`src/rtl/urv_mult_pipe_if.sv`:
```
// Request/response bundle between an issue stage and the RV-M multiply pipe.
// Latency: none, this is a pure signal bundle.
// Backpressure: valid/ready on both sides; kill_i flushes everything in flight.
interface urv_mult_pipe_if #(
  parameter int XLEN  = 32,
  parameter int TAG_W = 5
);
  // Request side.
  logic             valid_i;
  logic             ready_o;
  logic [XLEN-1:0]  rs1_i;
  logic [XLEN-1:0]  rs2_i;
  logic [2:0]       fun_i;
  logic [TAG_W-1:0] tag_i;
  logic             kill_i;
  // Result side.
  logic             valid_o;
  logic             ready_i;
  logic [XLEN-1:0]  rd_o;
  logic [TAG_W-1:0] tag_o;

  // Issue stage / consumer view.
  modport master (
    output valid_i, rs1_i, rs2_i, fun_i, tag_i, kill_i, ready_i,
    input  ready_o, valid_o, rd_o, tag_o
  );

  // Multiplier view.
  modport slave (
    input  valid_i, rs1_i, rs2_i, fun_i, tag_i, kill_i, ready_i,
    output ready_o, valid_o, rd_o, tag_o
  );
endinterface

```
`src/rtl/urv_mult_pipe.sv`:
```
// Two-stage RISC-V M-extension multiplier (MUL/MULH/MULHSU/MULHU; divide codes return 0).
// Latency: result visible two edges after the request is presented, one op per cycle.
// Backpressure: ready_o = S1 empty | S2 empty | ready_i; stages hold while the consumer stalls.
module urv_mult_pipe #(
  parameter int XLEN  = 32,
  parameter int TAG_W = 5
) (
  input  logic             clk_i,
  input  logic             rst_n_i,
  urv_mult_pipe_if.slave   bus
);

  // Stage occupancy; these are the only bits with control meaning.
  logic r_s1_vld;
  logic r_s2_vld;

  // S1 holds operands already extended to XLEN+1 bits so the multiplier is one signed array.
  logic [XLEN:0]      r_s1_a;
  logic [XLEN:0]      r_s1_b;
  logic [2:0]         r_s1_fun;
  logic [TAG_W-1:0]   r_s1_tag;

  // S2 holds the selected result.
  logic [XLEN-1:0]    r_s2_rd;
  logic [TAG_W-1:0]   r_s2_tag;

  logic               w_s2_en;
  logic               w_s1_en;
  logic               w_a_sx;
  logic               w_b_sx;
  logic [XLEN:0]      w_a_ext;
  logic [XLEN:0]      w_b_ext;
  logic [2*XLEN-1:0]  w_a_wide;
  logic [2*XLEN-1:0]  w_b_wide;
  logic [2*XLEN-1:0]  w_prod;
  logic [XLEN-1:0]    w_rd;

  // S2 takes a new entry when it is empty or its result leaves this cycle;
  // S1 takes a new entry when it is empty or drains into S2.
  assign w_s2_en = ~r_s2_vld | bus.ready_i;
  assign w_s1_en = ~r_s1_vld | w_s2_en;

  // rs1 is signed for MULH and MULHSU, rs2 only for MULH.
  assign w_a_sx  = (bus.fun_i == 3'b001) | (bus.fun_i == 3'b010);
  assign w_b_sx  = (bus.fun_i == 3'b001);
  assign w_a_ext = {w_a_sx & bus.rs1_i[XLEN-1], bus.rs1_i};
  assign w_b_ext = {w_b_sx & bus.rs2_i[XLEN-1], bus.rs2_i};

  // Sign-extending both (XLEN+1)-bit operands to 2*XLEN makes a plain 2*XLEN-bit
  // multiply produce exactly the low 2*XLEN bits of the signed product.
  assign w_a_wide = {{(XLEN-1){r_s1_a[XLEN]}}, r_s1_a};
  assign w_b_wide = {{(XLEN-1){r_s1_b[XLEN]}}, r_s1_b};
  assign w_prod   = w_a_wide * w_b_wide;

  // Pick the low or high product half; divide codes (fun[2]=1) yield zero.
  always_comb begin
    w_rd = '0;
    if (!r_s1_fun[2]) begin
      if (r_s1_fun[1:0] == 2'b00) begin
        w_rd = w_prod[XLEN-1:0];
      end else begin
        w_rd = w_prod[2*XLEN-1:XLEN];
      end
    end
  end

  // Stage valids: kill empties both stages and drops the request offered alongside it.
  always_ff @(posedge clk_i or negedge rst_n_i) begin
    if (!rst_n_i) begin
      r_s1_vld <= 1'b0;
      r_s2_vld <= 1'b0;
    end else if (bus.kill_i) begin
      r_s1_vld <= 1'b0;
      r_s2_vld <= 1'b0;
    end else begin
      if (w_s2_en) begin
        r_s2_vld <= r_s1_vld;
      end
      if (w_s1_en) begin
        r_s1_vld <= bus.valid_i;
      end
    end
  end

  // S1 payload: captured only on an accepted request, otherwise held.
  always_ff @(posedge clk_i or negedge rst_n_i) begin
    if (!rst_n_i) begin
      r_s1_a   <= '0;
      r_s1_b   <= '0;
      r_s1_fun <= '0;
      r_s1_tag <= '0;
    end else if (w_s1_en && bus.valid_i && !bus.kill_i) begin
      r_s1_a   <= w_a_ext;
      r_s1_b   <= w_b_ext;
      r_s1_fun <= bus.fun_i;
      r_s1_tag <= bus.tag_i;
    end
  end

  // S2 payload: captured only when a valid S1 entry advances, so a stalled result stays stable.
  always_ff @(posedge clk_i or negedge rst_n_i) begin
    if (!rst_n_i) begin
      r_s2_rd  <= '0;
      r_s2_tag <= '0;
    end else if (w_s2_en && r_s1_vld && !bus.kill_i) begin
      r_s2_rd  <= w_rd;
      r_s2_tag <= r_s1_tag;
    end
  end

  assign bus.ready_o = w_s1_en;
  assign bus.valid_o = r_s2_vld;
  assign bus.rd_o    = r_s2_rd;
  assign bus.tag_o   = r_s2_tag;

endmodule

```
`src/flat_wrapper.sv`:
```
// flat-port wrapper written by rule: the top's interface ports become plain ports
module urv_mult_pipe_flat 
#(
  parameter int XLEN  = 32,
  parameter int TAG_W = 5
)
  (clk_i, rst_n_i, bus_valid_i, bus_rs1_i, bus_rs2_i, bus_fun_i, bus_tag_i, bus_kill_i, bus_ready_i, bus_ready_o, bus_valid_o, bus_rd_o, bus_tag_o);
  urv_mult_pipe_if #(.XLEN(XLEN), .TAG_W(TAG_W)) bus_i ();
  input  logic clk_i;
  input  logic rst_n_i;
  input wire logic [$bits(bus_i.valid_i)-1:0] bus_valid_i;
  input wire logic [$bits(bus_i.rs1_i)-1:0] bus_rs1_i;
  input wire logic [$bits(bus_i.rs2_i)-1:0] bus_rs2_i;
  input wire logic [$bits(bus_i.fun_i)-1:0] bus_fun_i;
  input wire logic [$bits(bus_i.tag_i)-1:0] bus_tag_i;
  input wire logic [$bits(bus_i.kill_i)-1:0] bus_kill_i;
  input wire logic [$bits(bus_i.ready_i)-1:0] bus_ready_i;
  output wire logic [$bits(bus_i.ready_o)-1:0] bus_ready_o;
  output wire logic [$bits(bus_i.valid_o)-1:0] bus_valid_o;
  output wire logic [$bits(bus_i.rd_o)-1:0] bus_rd_o;
  output wire logic [$bits(bus_i.tag_o)-1:0] bus_tag_o;
  assign bus_i.valid_i = bus_valid_i;
  assign bus_i.rs1_i = bus_rs1_i;
  assign bus_i.rs2_i = bus_rs2_i;
  assign bus_i.fun_i = bus_fun_i;
  assign bus_i.tag_i = bus_tag_i;
  assign bus_i.kill_i = bus_kill_i;
  assign bus_i.ready_i = bus_ready_i;
  assign bus_ready_o = bus_i.ready_o;
  assign bus_valid_o = bus_i.valid_o;
  assign bus_rd_o = bus_i.rd_o;
  assign bus_tag_o = bus_i.tag_o;
  urv_mult_pipe #(.XLEN(XLEN), .TAG_W(TAG_W)) u_core (.clk_i(clk_i), .rst_n_i(rst_n_i), .bus(bus_i));
endmodule
```
`config.mk`:
```
export PLATFORM = sky130hd
export DESIGN_NAME = urv_mult_pipe_flat
export DESIGN_NICKNAME = d
export VERILOG_FILES = /design/src/rtl/urv_mult_pipe_if.sv /design/src/rtl/urv_mult_pipe.sv /design/src/flat_wrapper.sv
export SDC_FILE = /design/constraint.sdc
export NUM_CORES = 2
export LEC_CHECK = 0
export ABC_AREA = 1
export BUFFER_PORTS_ARGS = -buffer_cell sky130_fd_sc_hd__buf_4
export CAP_MARGIN = 0
export CORE_MARGIN = 1
export CORE_UTILIZATION = 50
export CTS_BUF_LIST = sky130_fd_sc_hd__clkbuf_16
export DETAILED_ROUTE_END_ITERATION = 7
export PLACE_DENSITY_LB_ADDON = 0.1
export SETUP_SLACK_MARGIN = 0.05
export SYNTH_ARGS = -nofsm -noshare
export SYNTH_HDL_FRONTEND = slang
export SYNTH_SLANG_ARGS = --single-unit
```
`constraint.sdc`:
```
create_clock -name clk_i -period 12.5 [get_ports clk_i]
set_input_delay 3.125 -clock clk_i [delete_from_list [all_inputs] [get_ports clk_i]]
set_output_delay 3.125 -clock clk_i [all_outputs]
set_load 0.02 [all_outputs]
```
==> impl_results.md <==
* Outcome: finished clean
* Vias in the first global route at 38,400
* Post-route DRC at 0
* Mapped Nets at between 7,000 and 8,000
* Setup Total Neg Slack at 0 ns
* Final Hold Fails at 0
* Final Critical Period at about 8.3 ns
* Post-synthesis sequential area ratio at 0.0619
* Share of cells above drive strength 1 at 0.0497
* Top-count cell post-synth: inv_1
* Synthesized area at 0.0457 sq mm
* Ys Warns at 0
* # setup viols final at 0
* Gr ovfl total at 0
* Synth area leaders: fa_1 (49%), inv_1 (15%), nand2_1 (15%)
* Max Fclk at 0.120 GHz
* Post-synth EDFFs at 0
* First-pass GRT wire length at 222,000 um
* Share of flip-flops with an asynchronous set or reset at 1.00
* Worst-skew pair later-pin latency at 0.51 ns
* Nets@finish at roughly 7,300
* I/O Buffers at 115
* Reg area at 0.00284 sq mm
* Vias at 35,600
* Post-synth top area cell: fa_1
* Unrepaired setup endpoints after global routing: no
* Synthesized flop and latch total at 113
* Critical Path RT at 12.89 ns
* N_diodes at 0
* Root Buffer: clkbuf_16
* DR vias/cell at 5.06
* Initial Utilization at 0.506
* Period utilization at 0.668
* Hold Crit Class: reg -> reg
* Sink Count at roughly 110
* Clock Skew at 0.0197 ns
* Post-CTS setup buffers at 0
* Area delta synth->final at 5.09%
* Largest net degree at the start of global routing at 65
* Post_cts resized at 0
* CP max FO at 34
* Arrival time worst endpoint at 8.74 ns
* Relative slew slack at 0.264
* DRT Wirelength at 135,000 um
* Multi-input logic area at around 0.035 sq mm
* CTS Buf Count at 17
* CTS Hold Bufs at 0
* Least-Margin Pin Slew at around 1.1 ns
* Pins over their slew limit at 0
* DRT Pass-1 Iters at 8
* Hpwl dp at between 100,000 and 150,000 um
* Slowest Stage Delay on Critical Path at 0.85 ns
* Post-Synthesis Cells at roughly 5,900
* Antenna-violating nets left at 0
* Total core area at 0.0903 sq mm
* Netlist cell types at 35
* WL per Instance at approximately 19 um
* Height of the die at between 300 and 400 um
* Worst-path clk slew at 0.07 ns
* Initial antenna violation count at 2
* GP Congestion at 1.01
* Clock tree buffer depth at 2
* Fillers at 8,838
* Most used DFF post-synth: dfrtp_1
* Die ar. at ~0.093 sq mm
* Syn Area/Cell at 7.68 sq um
* MaxCap Viol Count at 0
* CP max stage cell: fa_1
* Row cnt at 110
* Pre-CTS setup slack at 4.22 ns
* Die width at about 300 um
* Share of the synthesized area in the top cell type at 0.493
* DRT iter0 DRCs at 2,681
* Setup crit start kind: flip-flop
* Gr usage total at 0.314
* Setup ws final at 4.15 ns
* Hold_ws at 0.480 ns
* Critical setup path kind: reg -> reg
* Post-synth top cells: inv_1 (1,876), nand2_1 (1,783), fa_1 (1,125)
* Num ports at 116
* CP endpoint kind: flip-flop
* Final Util at 0.532
* Htree depth at 4
* CTS tree: done
==> final cells by class <==
type                            instances  share of cell area
Clock inverter                         15             0.00302
Multi-Input combinational cell       3666               0.723
Clock buffer                           17             0.00886
Sequential cell                       113              0.0591
Tap cell                             1176              0.0307
Timing Repair Buffer                  182              0.0285
Inverter                             1877               0.147
==> worst max-delay path, delay by kind of cell (launching register included) <==
| family | cells | cell delay [ns] |
|---|---|---|
| flip-flops | 1 | 0.37 |
| buffers and inverters | 9 | 1.15 |
| AND/OR/NAND/NOR | 11 | 1.44 |
| adder cells (fa/ha/maj) | 9 | 5.23 |
==> cells in the final DEF (no fill, tap or decap), types with 3 or more instances in the layout <==
master     Yosys  layout
a21oi_2        6       6
nor3_1         4       4
clkinv_2       0       3
nor2_2        24      25
inv_1       1876    1875
nand3_2        8       8
dfrtp_1      113     106
xnor2_1        4       4
buf_4          0     181
dfrtp_2        0       7
nor2_4         3       3
a21oi_1       87      87
nand2_1     1783    1782
nor4_1         3       3
nand4_1       23      23
nor2_1       152     151
or2_2          8       8
nand2_2       16      16
fa_1        1125    1125
o21ai_0       60      60
o21ai_1        9       9
o21bai_1      22      22
inv_6          0       6
ha_1         212     212
clkinv_4       0       3
nand3_1      102     102
clkbuf_16      0      17
==> per-stage QoR <==
stage	area, sq um	std cells
finish	48000	7046
global route	48000	7046
CTS	48000	7046
detailed placement	47400	7014
global placement	47400	7014
floorplan	45700	5946
==> flip-flops by register name (all words and copies together) (netlist names) <==
name                count
u_core.r_s1_tag         5
u_core.r_s1_a          33
u_core.r_s1_vld         1
u_core.bus.rd_o        32
u_core.r_s1_b          33
u_core.bus.tag_o        5
u_core.r_s1_fun         3
u_core.bus.valid_o      1
==> worst paths after layout <==
check | start | to | slack, ns | depth (start not counted)
setup / recovery | u_core.r_s1_b[9] | u_core.bus.rd_o[28] | 4.15 | 29
hold / removal | u_core.r_s1_b[26] | u_core.r_s1_b[26] | 0.48 | 2
setup reg to reg | u_core.r_s1_b[9] | u_core.bus.rd_o[28] | 4.15 | 29
hold reg to reg | u_core.r_s1_b[26] | u_core.r_s1_b[26] | 0.48 | 2
max in group asynchronous | rst_n_i | u_core.r_s1_b[20] | 8.42 | 2
min in group asynchronous | rst_n_i | u_core.r_s1_b[12] | 2.63 | 1
==> metal layers <==
metal  routed length, um  share of wire  up-vias  global-route usage
li1                    -              -    16100                   -
met2               66800           0.49     1124               0.536
met4                3880          0.029        0              0.0904
met5                   0              0        -                   0
met3                8070          0.060      191              0.0363
met1               56800           0.42    18200               0.424
==> cell families (layout without fill, tap and decap cells) <==
group	Yosys count	after routing	share of synthesized area
XOR/XNOR	6	6	0.00115
buffers and inverters	2167	2091	0.178
AND/OR/NAND/NOR	2134	2134	0.185
adder cells (fa/ha/maj)	1337	1337	0.551
AO/OA/AOI/OAI	189	189	0.0227
flip-flops	113	113	0.0619
Power is left out: the tool's default activity adds up to more than one toggle a clock period on the data nets, which glitch-free logic cannot reach.
